===== config.mk =====
export PLATFORM = sky130hd
export DESIGN_NAME = video_cursor_overlay_flat
export DESIGN_NICKNAME = d
export VERILOG_FILES = /design/src/rtl/video_overlay_pkg.sv /design/src/rtl/video_if.sv /design/src/rtl/video_pos_tracker.sv /design/src/rtl/video_cursor_overlay.sv /design/src/flat_wrapper.sv
export SDC_FILE = /design/constraint.sdc
export NUM_CORES = 1
export LEC_CHECK = 0
export CORE_MARGIN = 10
export CORE_UTILIZATION = 40
export CTS_BUF_LIST = sky130_fd_sc_hd__clkbuf_4
export CTS_CLUSTER_SIZE = 8
export DETAILED_ROUTE_END_ITERATION = 10
export PLACE_DENSITY = 0.6
export REMOVE_ABC_BUFFERS = 1
export SLEW_MARGIN = 15
export SYNTH_ARGS = -nofsm -noshare
export SYNTH_HDL_FRONTEND = slang
export SYNTH_SLANG_ARGS = --single-unit

===== constraint.sdc =====
create_clock -name pixel_clk -period 4.3 [get_ports pixel_clk]
set_input_delay 0.43 -clock pixel_clk [delete_from_list [all_inputs] [get_ports pixel_clk]]
set_output_delay 0.43 -clock pixel_clk [all_outputs]
set_load 0.01 [all_outputs]

===== src/rtl/video_overlay_pkg.sv =====
// Shared types, latency constant and colour blend for the cursor overlay.
// vpix_t is the per-pixel bundle carried between pipeline stages.
package video_overlay_pkg;

  typedef struct packed {
    logic [7:0] r;
    logic [7:0] g;
    logic [7:0] b;
  } rgb_t;

  typedef struct packed {
    logic hs;
    logic vs;
    logic blank;
    rgb_t rgb;
  } vpix_t;

  localparam int OVL_LATENCY = 2;

  localparam vpix_t PIX_IDLE = '{
    hs:    1'b1,
    vs:    1'b1,
    blank: 1'b0,
    rgb:   '0
  };

  function automatic logic [7:0] mix8(
    input logic [7:0] a,
    input logic [7:0] b
  );
    logic [8:0] s;
    s = {1'b0, a} + {1'b0, b};
    return s[8:1];
  endfunction

  function automatic rgb_t blend(
    input rgb_t a,
    input rgb_t b
  );
    rgb_t o;
    o.r = mix8(a.r, b.r);
    o.g = mix8(a.g, b.g);
    o.b = mix8(a.b, b.b);
    return o;
  endfunction

endpackage


===== src/rtl/video_if.sv =====
// Parallel video bundle: active-low syncs, BLANK=1 on active pixels.
// Master drives everything including the pixel clock.
interface video_if;
  import video_overlay_pkg::*;

  logic CLK;
  logic HS;
  logic VS;
  logic BLANK;
  rgb_t RGB;

  modport master (
    output CLK,
    output HS,
    output VS,
    output BLANK,
    output RGB
  );

  modport slave (
    input CLK,
    input HS,
    input VS,
    input BLANK,
    input RGB
  );

endinterface


===== src/rtl/video_pos_tracker.sv =====
// Column/row position of the incoming pixel derived from BLANK and VS edges.
// Edge detectors reset low so the first edge after reset must be real.
module video_pos_tracker #(
  parameter int HDISP = 800,
  parameter int VDISP = 480,
  parameter int XW    = $clog2(HDISP),
  parameter int YW    = $clog2(VDISP)
) (
  input  logic          pixel_clk,
  input  logic          pixel_rst,
  input  logic          vs,
  input  logic          blank,
  output logic [XW-1:0] x_cnt,
  output logic [YW-1:0] y_cnt,
  output logic          vs_fall
);

  localparam logic [XW-1:0] X_MAX = XW'(HDISP - 1);
  localparam logic [YW-1:0] Y_MAX = YW'(VDISP - 1);

  logic vs_d;
  logic blank_d;
  logic blank_fall;

  assign vs_fall    = vs_d & ~vs;
  assign blank_fall = blank_d & ~blank;

  always_ff @(posedge pixel_clk or posedge pixel_rst) begin
    if (pixel_rst) begin
      vs_d    <= 1'b0;
      blank_d <= 1'b0;
    end else begin
      vs_d    <= vs;
      blank_d <= blank;
    end
  end

  always_ff @(posedge pixel_clk or posedge pixel_rst) begin
    if (pixel_rst) begin
      x_cnt <= '0;
    end else if (blank_fall) begin
      x_cnt <= '0;
    end else if (blank && x_cnt != X_MAX) begin
      x_cnt <= x_cnt + 1'b1;
    end
  end

  // Frame start outranks the line advance landing in the same cycle.
  always_ff @(posedge pixel_clk or posedge pixel_rst) begin
    if (pixel_rst) begin
      y_cnt <= '0;
    end else if (vs_fall) begin
      y_cnt <= '0;
    end else if (blank_fall && y_cnt != Y_MAX) begin
      y_cnt <= y_cnt + 1'b1;
    end
  end

endmodule


===== src/rtl/video_cursor_overlay.sv =====
// Draws an outlined, half-tinted box cursor over a video stream.
// Cursor settings are latched once per frame at the VS falling edge.
module video_cursor_overlay
  import video_overlay_pkg::*;
#(
  parameter int HDISP = 800,
  parameter int VDISP = 480,
  parameter int BOX_W = 16,
  parameter int BOX_H = 16
) (
  input  logic                     pixel_clk,
  input  logic                     pixel_rst,
  video_if.slave                   video_ifs,
  video_if.master                  video_ifm,
  input  logic                     cursor_en,
  input  logic [$clog2(HDISP)-1:0] cursor_x,
  input  logic [$clog2(VDISP)-1:0] cursor_y,
  input  logic [23:0]              cursor_rgb
);

  localparam int XW  = $clog2(HDISP);
  localparam int YW  = $clog2(VDISP);
  localparam int XW1 = XW + 1;
  localparam int YW1 = YW + 1;

  localparam logic [XW:0] BW_M1 = XW1'(BOX_W - 1);
  localparam logic [YW:0] BH_M1 = YW1'(BOX_H - 1);

  vpix_t in_px;
  vpix_t s1;
  vpix_t s2;
  vpix_t s1_next;
  vpix_t s2_next;

  logic [XW-1:0] x_cnt;
  logic [YW-1:0] y_cnt;
  logic          vs_fall;

  logic          sh_en;
  logic [XW-1:0] sh_x;
  logic [YW-1:0] sh_y;
  rgb_t          sh_rgb;

  logic [XW:0] x_lo;
  logic [XW:0] x_hi;
  logic [XW:0] x_at;
  logic [YW:0] y_lo;
  logic [YW:0] y_hi;
  logic [YW:0] y_at;

  logic in_x;
  logic in_y;
  logic on_x;
  logic on_y;
  logic hit;
  logic edge_px;
  rgb_t mix;

  assign in_px = '{
    hs:    video_ifs.HS,
    vs:    video_ifs.VS,
    blank: video_ifs.BLANK,
    rgb:   video_ifs.RGB
  };

  video_pos_tracker #(
    .HDISP (HDISP),
    .VDISP (VDISP),
    .XW    (XW),
    .YW    (YW)
  ) u_pos (
    .pixel_clk (pixel_clk),
    .pixel_rst (pixel_rst),
    .vs        (in_px.vs),
    .blank     (in_px.blank),
    .x_cnt     (x_cnt),
    .y_cnt     (y_cnt),
    .vs_fall   (vs_fall)
  );

  always_ff @(posedge pixel_clk or posedge pixel_rst) begin
    if (pixel_rst) begin
      sh_en  <= 1'b0;
      sh_x   <= '0;
      sh_y   <= '0;
      sh_rgb <= '0;
    end else if (vs_fall) begin
      sh_en  <= cursor_en;
      sh_x   <= cursor_x;
      sh_y   <= cursor_y;
      sh_rgb <= cursor_rgb;
    end
  end

  // One extra bit keeps a box near the right/bottom edge from wrapping to 0.
  assign x_lo = {1'b0, sh_x};
  assign x_hi = x_lo + BW_M1;
  assign x_at = {1'b0, x_cnt};
  assign y_lo = {1'b0, sh_y};
  assign y_hi = y_lo + BH_M1;
  assign y_at = {1'b0, y_cnt};

  assign in_x    = (x_at >= x_lo) && (x_at <= x_hi);
  assign in_y    = (y_at >= y_lo) && (y_at <= y_hi);
  assign on_x    = (x_at == x_lo) || (x_at == x_hi);
  assign on_y    = (y_at == y_lo) || (y_at == y_hi);
  assign hit     = sh_en && in_px.blank && in_x && in_y;
  assign edge_px = on_x || on_y;

  always_comb begin
    mix = in_px.rgb;
    unique case (1'b1)
      hit && edge_px:  mix = sh_rgb;
      hit && !edge_px: mix = blend(in_px.rgb, sh_rgb);
      default:         mix = in_px.rgb;
    endcase
  end

  always_comb begin
    s1_next       = in_px;
    s1_next.rgb   = mix;
    s2_next       = s1;
    s2_next.rgb   = s1.blank ? s1.rgb : rgb_t'('0);
  end

  always_ff @(posedge pixel_clk or posedge pixel_rst) begin
    if (pixel_rst) begin
      s1 <= PIX_IDLE;
      s2 <= PIX_IDLE;
    end else begin
      s1 <= s1_next;
      s2 <= s2_next;
    end
  end

  assign video_ifm.CLK   = pixel_clk;
  assign video_ifm.HS    = s2.hs;
  assign video_ifm.VS    = s2.vs;
  assign video_ifm.BLANK = s2.blank;
  assign video_ifm.RGB   = s2.rgb;

endmodule


===== src/flat_wrapper.sv =====
// flat-port wrapper written by rule: the top's interface ports become plain ports
module video_cursor_overlay_flat import video_overlay_pkg::*;
#(
  parameter int HDISP = 800,
  parameter int VDISP = 480,
  parameter int BOX_W = 16,
  parameter int BOX_H = 16
)
  (pixel_clk, pixel_rst, cursor_en, cursor_x, cursor_y, cursor_rgb, video_ifs_CLK, video_ifs_HS, video_ifs_VS, video_ifs_BLANK, video_ifs_RGB, video_ifm_CLK, video_ifm_HS, video_ifm_VS, video_ifm_BLANK, video_ifm_RGB);
  video_if video_ifs_i ();
  video_if video_ifm_i ();
  input  logic pixel_clk;
  input  logic pixel_rst;
  input  logic cursor_en;
  input  logic [$clog2(HDISP)-1:0] cursor_x;
  input  logic [$clog2(VDISP)-1:0] cursor_y;
  input  logic [23:0] cursor_rgb;
  input wire logic [$bits(video_ifs_i.CLK)-1:0] video_ifs_CLK;
  input wire logic [$bits(video_ifs_i.HS)-1:0] video_ifs_HS;
  input wire logic [$bits(video_ifs_i.VS)-1:0] video_ifs_VS;
  input wire logic [$bits(video_ifs_i.BLANK)-1:0] video_ifs_BLANK;
  input wire logic [$bits(video_ifs_i.RGB)-1:0] video_ifs_RGB;
  output wire logic [$bits(video_ifm_i.CLK)-1:0] video_ifm_CLK;
  output wire logic [$bits(video_ifm_i.HS)-1:0] video_ifm_HS;
  output wire logic [$bits(video_ifm_i.VS)-1:0] video_ifm_VS;
  output wire logic [$bits(video_ifm_i.BLANK)-1:0] video_ifm_BLANK;
  output wire logic [$bits(video_ifm_i.RGB)-1:0] video_ifm_RGB;
  assign video_ifs_i.CLK = video_ifs_CLK;
  assign video_ifs_i.HS = video_ifs_HS;
  assign video_ifs_i.VS = video_ifs_VS;
  assign video_ifs_i.BLANK = video_ifs_BLANK;
  assign video_ifs_i.RGB = video_ifs_RGB;
  assign video_ifm_CLK = video_ifm_i.CLK;
  assign video_ifm_HS = video_ifm_i.HS;
  assign video_ifm_VS = video_ifm_i.VS;
  assign video_ifm_BLANK = video_ifm_i.BLANK;
  assign video_ifm_RGB = video_ifm_i.RGB;
  video_cursor_overlay #(.HDISP(HDISP), .VDISP(VDISP), .BOX_W(BOX_W), .BOX_H(BOX_H)) u_core (.pixel_clk(pixel_clk), .pixel_rst(pixel_rst), .video_ifs(video_ifs_i), .video_ifm(video_ifm_i), .cursor_en(cursor_en), .cursor_x(cursor_x), .cursor_y(cursor_y), .cursor_rgb(cursor_rgb));
endmodule

==> results.json <==
{
  "final_cell_mix": "dfrtp_1, clkdlybuf4s50_1, ha_1",
  "fin_total_pwr_w": 0.00303,
  "path_buf_inv": 1,
  "worstMarginPinSlew_ns": 1.17,
  "tritoncts": "done",
  "max_cap_violations": 0,
  "grt_usage_pct": 14.4,
  "initial_core_util_pct": 41.1,
  "cp-end-kind": "flip-flop",
  "hpwl_microns": 11900,
  "cts_setup_buffers": 0,
  "maxClockFrequency_mhz": 278,
  "cp.arrival_ns": 4.12,
  "synth_largest_area_cell": "dfrtp_1",
  "timing.slew.headroom_pct": 22.0,
  "antenna_found_initial": 0,
  "fin_tns_setup_ns": 0,
  "yosys-top-cells-area": "dfrtp_1, ha_1, mux2_2, xnor2_1, o21ai_0",
  "ys_ff_latch": 118,
  "peakVddDrop_v": 0.000227,
  "dieArea_sq_um": 22700,
  "overflow": 0,
  "rsz0062_at_grt": "no",
  "crit_fanout": 18,
  "grt_max_degree": 77,
  "synthToLayoutAreaGrowth_pct": 23.2,
  "cp_cell_sequence": "inv_1 -> ha_1 -> a21oi_1 -> nand3_1 -> xnor2_1 -> ha_1 -> nand4_1 -> nor3_1 -> nand2b_1 -> and3_1 -> mux2_2 -> mux2_2",
  "clk-insertion-delay-late_ns": 0.65,
  "cpMaxStageDelayCell": "and3_1",
  "timing.rr.end": "u_core.s1[9]",
  "power_frac_comb_pct": 27.1,
  "hold_class": "in -> reg",
  "p_seq_share_pct": 42.5,
  "worstHoldPathCells": 1,
  "leakage_nw": 3.84,
  "fin_nets": 893,
  "power_density_nw_per_um2": 360,
  "die_w_microns": 151,
  "critPathMaxStageDelay_ns": 0.94,
  "syn_area_sq_um": 6840,
  "p_sw_share_pct": 30.8,
  "regToRegSetupSlack_ns": 0.70,
  "hold_viol_final": 0,
  "period_share_pct": 83.7,
  "syn_avg_cell_area_sq_um": 10.6,
  "holdPathEnd": "u_core.s1[26]",
  "finalMaxSlewViolations": 0,
  "reg2reg_depth": 12,
  "postRouteAntennaNets": 0,
  "netlist_instances": 643,
  "outcome": "finished, final reports clean",
  "p_sw_w": 0.000934,
  "route.vias.total": 4994,
  "power_frac_clock_pct": 30.5,
  "first_pass_iters": 4,
  "wl_per_cell_microns": 16.2,
  "setup_viol": 0,
  "diodes": 0,
  "period_minus_slack_ns": 3.60,
  "port_buffers": 100,
  "synth_ff_type": "dfrtp_1",
  "drive_above_1_share_pct": 14.4,
  "fin_skew_ns": 0.0269,
  "critical_path_class": "reg -> reg",
  "io_pins": 102,
  "cts_hold_buf": 0,
  "ctsResizeCount": 0,
  "first_iter_violations": 122,
  "grt_pass1_vias": 5209,
  "fin_area_sq_um": 8420,
  "synth_seq_area_share_pct": 43.3,
  "rows": 47,
  "fin_util_pct": 50.6,
  "placed_area_sq_um": 8090,
  "clkSlewWorstSetupHoldPaths_ns": 0.11,
  "synth_top_area_share_pct": 41.7,
  "cp.required_ns": 4.83,
  "grt_pass1_wl_microns": 26000,
  "startpoint_type": "flip-flop",
  "core_area_sq_um": 16600,
  "drt_wl_total_microns": 16000,
  "synth_edf_count": 0,
  "worstHoldStart": "video_ifs_HS",
  "drcViolationCount": 0,
  "p_int_w": 0.00210,
  "die_h_microns": 151,
  "async_flop_share_pct": 100,
  "r2r_start": "u_core.sh_x[0]",
  "crit_family": "simple AND/OR/NAND/NOR gates",
  "final_common_cell": "dfrtp_1",
  "yosysWarningCount": 0,
  "gp_congestion": 0.858,
  "vias_per_cell": 5.06,
  "ys_types": 51
}
-- Yosys cell counts, types with 7 or more instances --
master / number
a21o_1: 15
a21oi_1: 20
and2_1: 30
clkbuf_1: 12
dfrtp_1: 114
ha_1: 63
inv_1: 44
mux2_2: 48
mux2_4: 9
mux2i_1: 8
nand2_1: 48
nand3_1: 9
nand4_1: 17
nor2_1: 25
nor2b_1: 7
nor3_1: 9
o21ai_0: 42
xnor2_1: 26
xor2_1: 15
-- area by class of cell --
class,count,area [sq um]
Sequential cell,118,2960
Clock buffer,21,160
Multi-Input combinational cell,462,3630
Timing Repair Buffer,106,1060
Clock inverter,15,178
Fill cell,1528,8220
Inverter,44,168
Tap cell,220,275
-- stage by stage --
stage	cells	hold WS (ns)	setup slack, ns
final	986	0.197	0.702
after detailed placement	951	0.347	0.707
after global routing	986	0.123	0.476
after global placement	951	0.347	0.786
after CTS	986	0.148	0.682
after floorplan	624	0.345	0.748
-- power groups by stage --
stage	Clock [W]	Combinational (W)	Sequential (W)
3_5_place_dp	0.0000237	0.000822	0.00131
2_1_floorplan	0	0.000580	0.00129
6_report	0.000923	0.000820	0.00129
5_1_grt	0.00101	0.000917	0.00130
4_1_cts	0.000955	0.000827	0.00129
3_3_place_gp	0.0000237	0.000797	0.00131
-- state kept, by name, indices dropped and copies added (netlist names) --
name and cells:
u_core.s1 27, u_core.sh_rgb 24, u_core.video_ifm.RGB 24, u_core.sh_x 10, u_core.u_pos.x_cnt 10, u_core.sh_y 9, u_core.u_pos.y_cnt 9, u_core.sh_en 1
u_core.u_pos.vs_d 1, u_core.video_ifm.BLANK 1, u_core.video_ifm.HS 1, u_core.video_ifm.VS 1
-- cells by family (layout without fill, tap and decap cells) --
group / count (synthesis) / count (layout) / share of synthesized area [%]
DFF: 118 / 118 / 43.3
AOI/OAI and AO/OA: 122 / 122 / 11.4
buffers and inverters: 63 / 186 / 3.79
adders and majority gates: 66 / 66 / 12.4
muxes: 65 / 65 / 11.1
xor gates and xnor gates: 41 / 41 / 5.25
and+or+nand+nor: 168 / 168 / 12.8
-- layer usage --
metal  track usage, %  up-vias  wire (microns)
met2             22.6       95            7300
li1                 -     2503               -
met5                0        -               0
met3             5.52        6             959
met4             4.14        0             120
met1             18.1     2390            7610
-- worst max path at each step --
stage | start | end | slack, ns | cells after the start
final | u_core.sh_x[0] | u_core.s1[9] | 0.70 | 12
after floorplan | pixel_rst | u_core.s1[0] | 0.75 | 1
after CTS | u_core.sh_x[0] | u_core.s1[9] | 0.68 | 12
after global placement | u_core.sh_x[0] | u_core.s1[18] | 0.79 | 12
after global routing | u_core.sh_y[0] | u_core.s1[18] | 0.48 | 12
after detailed placement | u_core.sh_x[0] | u_core.s1[18] | 0.71 | 12
-- worst register-to-register path, stage by stage (launching register included) --
cell and delay, ns:
dfrtp_1 0.40, inv_1 0.08, ha_1 0.25, a21oi_1 0.24, nand3_1 0.14, xnor2_1 0.15
ha_1 0.32, nand4_1 0.12, nor3_1 0.07, nand2b_1 0.10, and3_1 0.94, mux2_2 0.43
mux2_2 0.26
No activity file was read; power rests on OpenSTA's default activity.
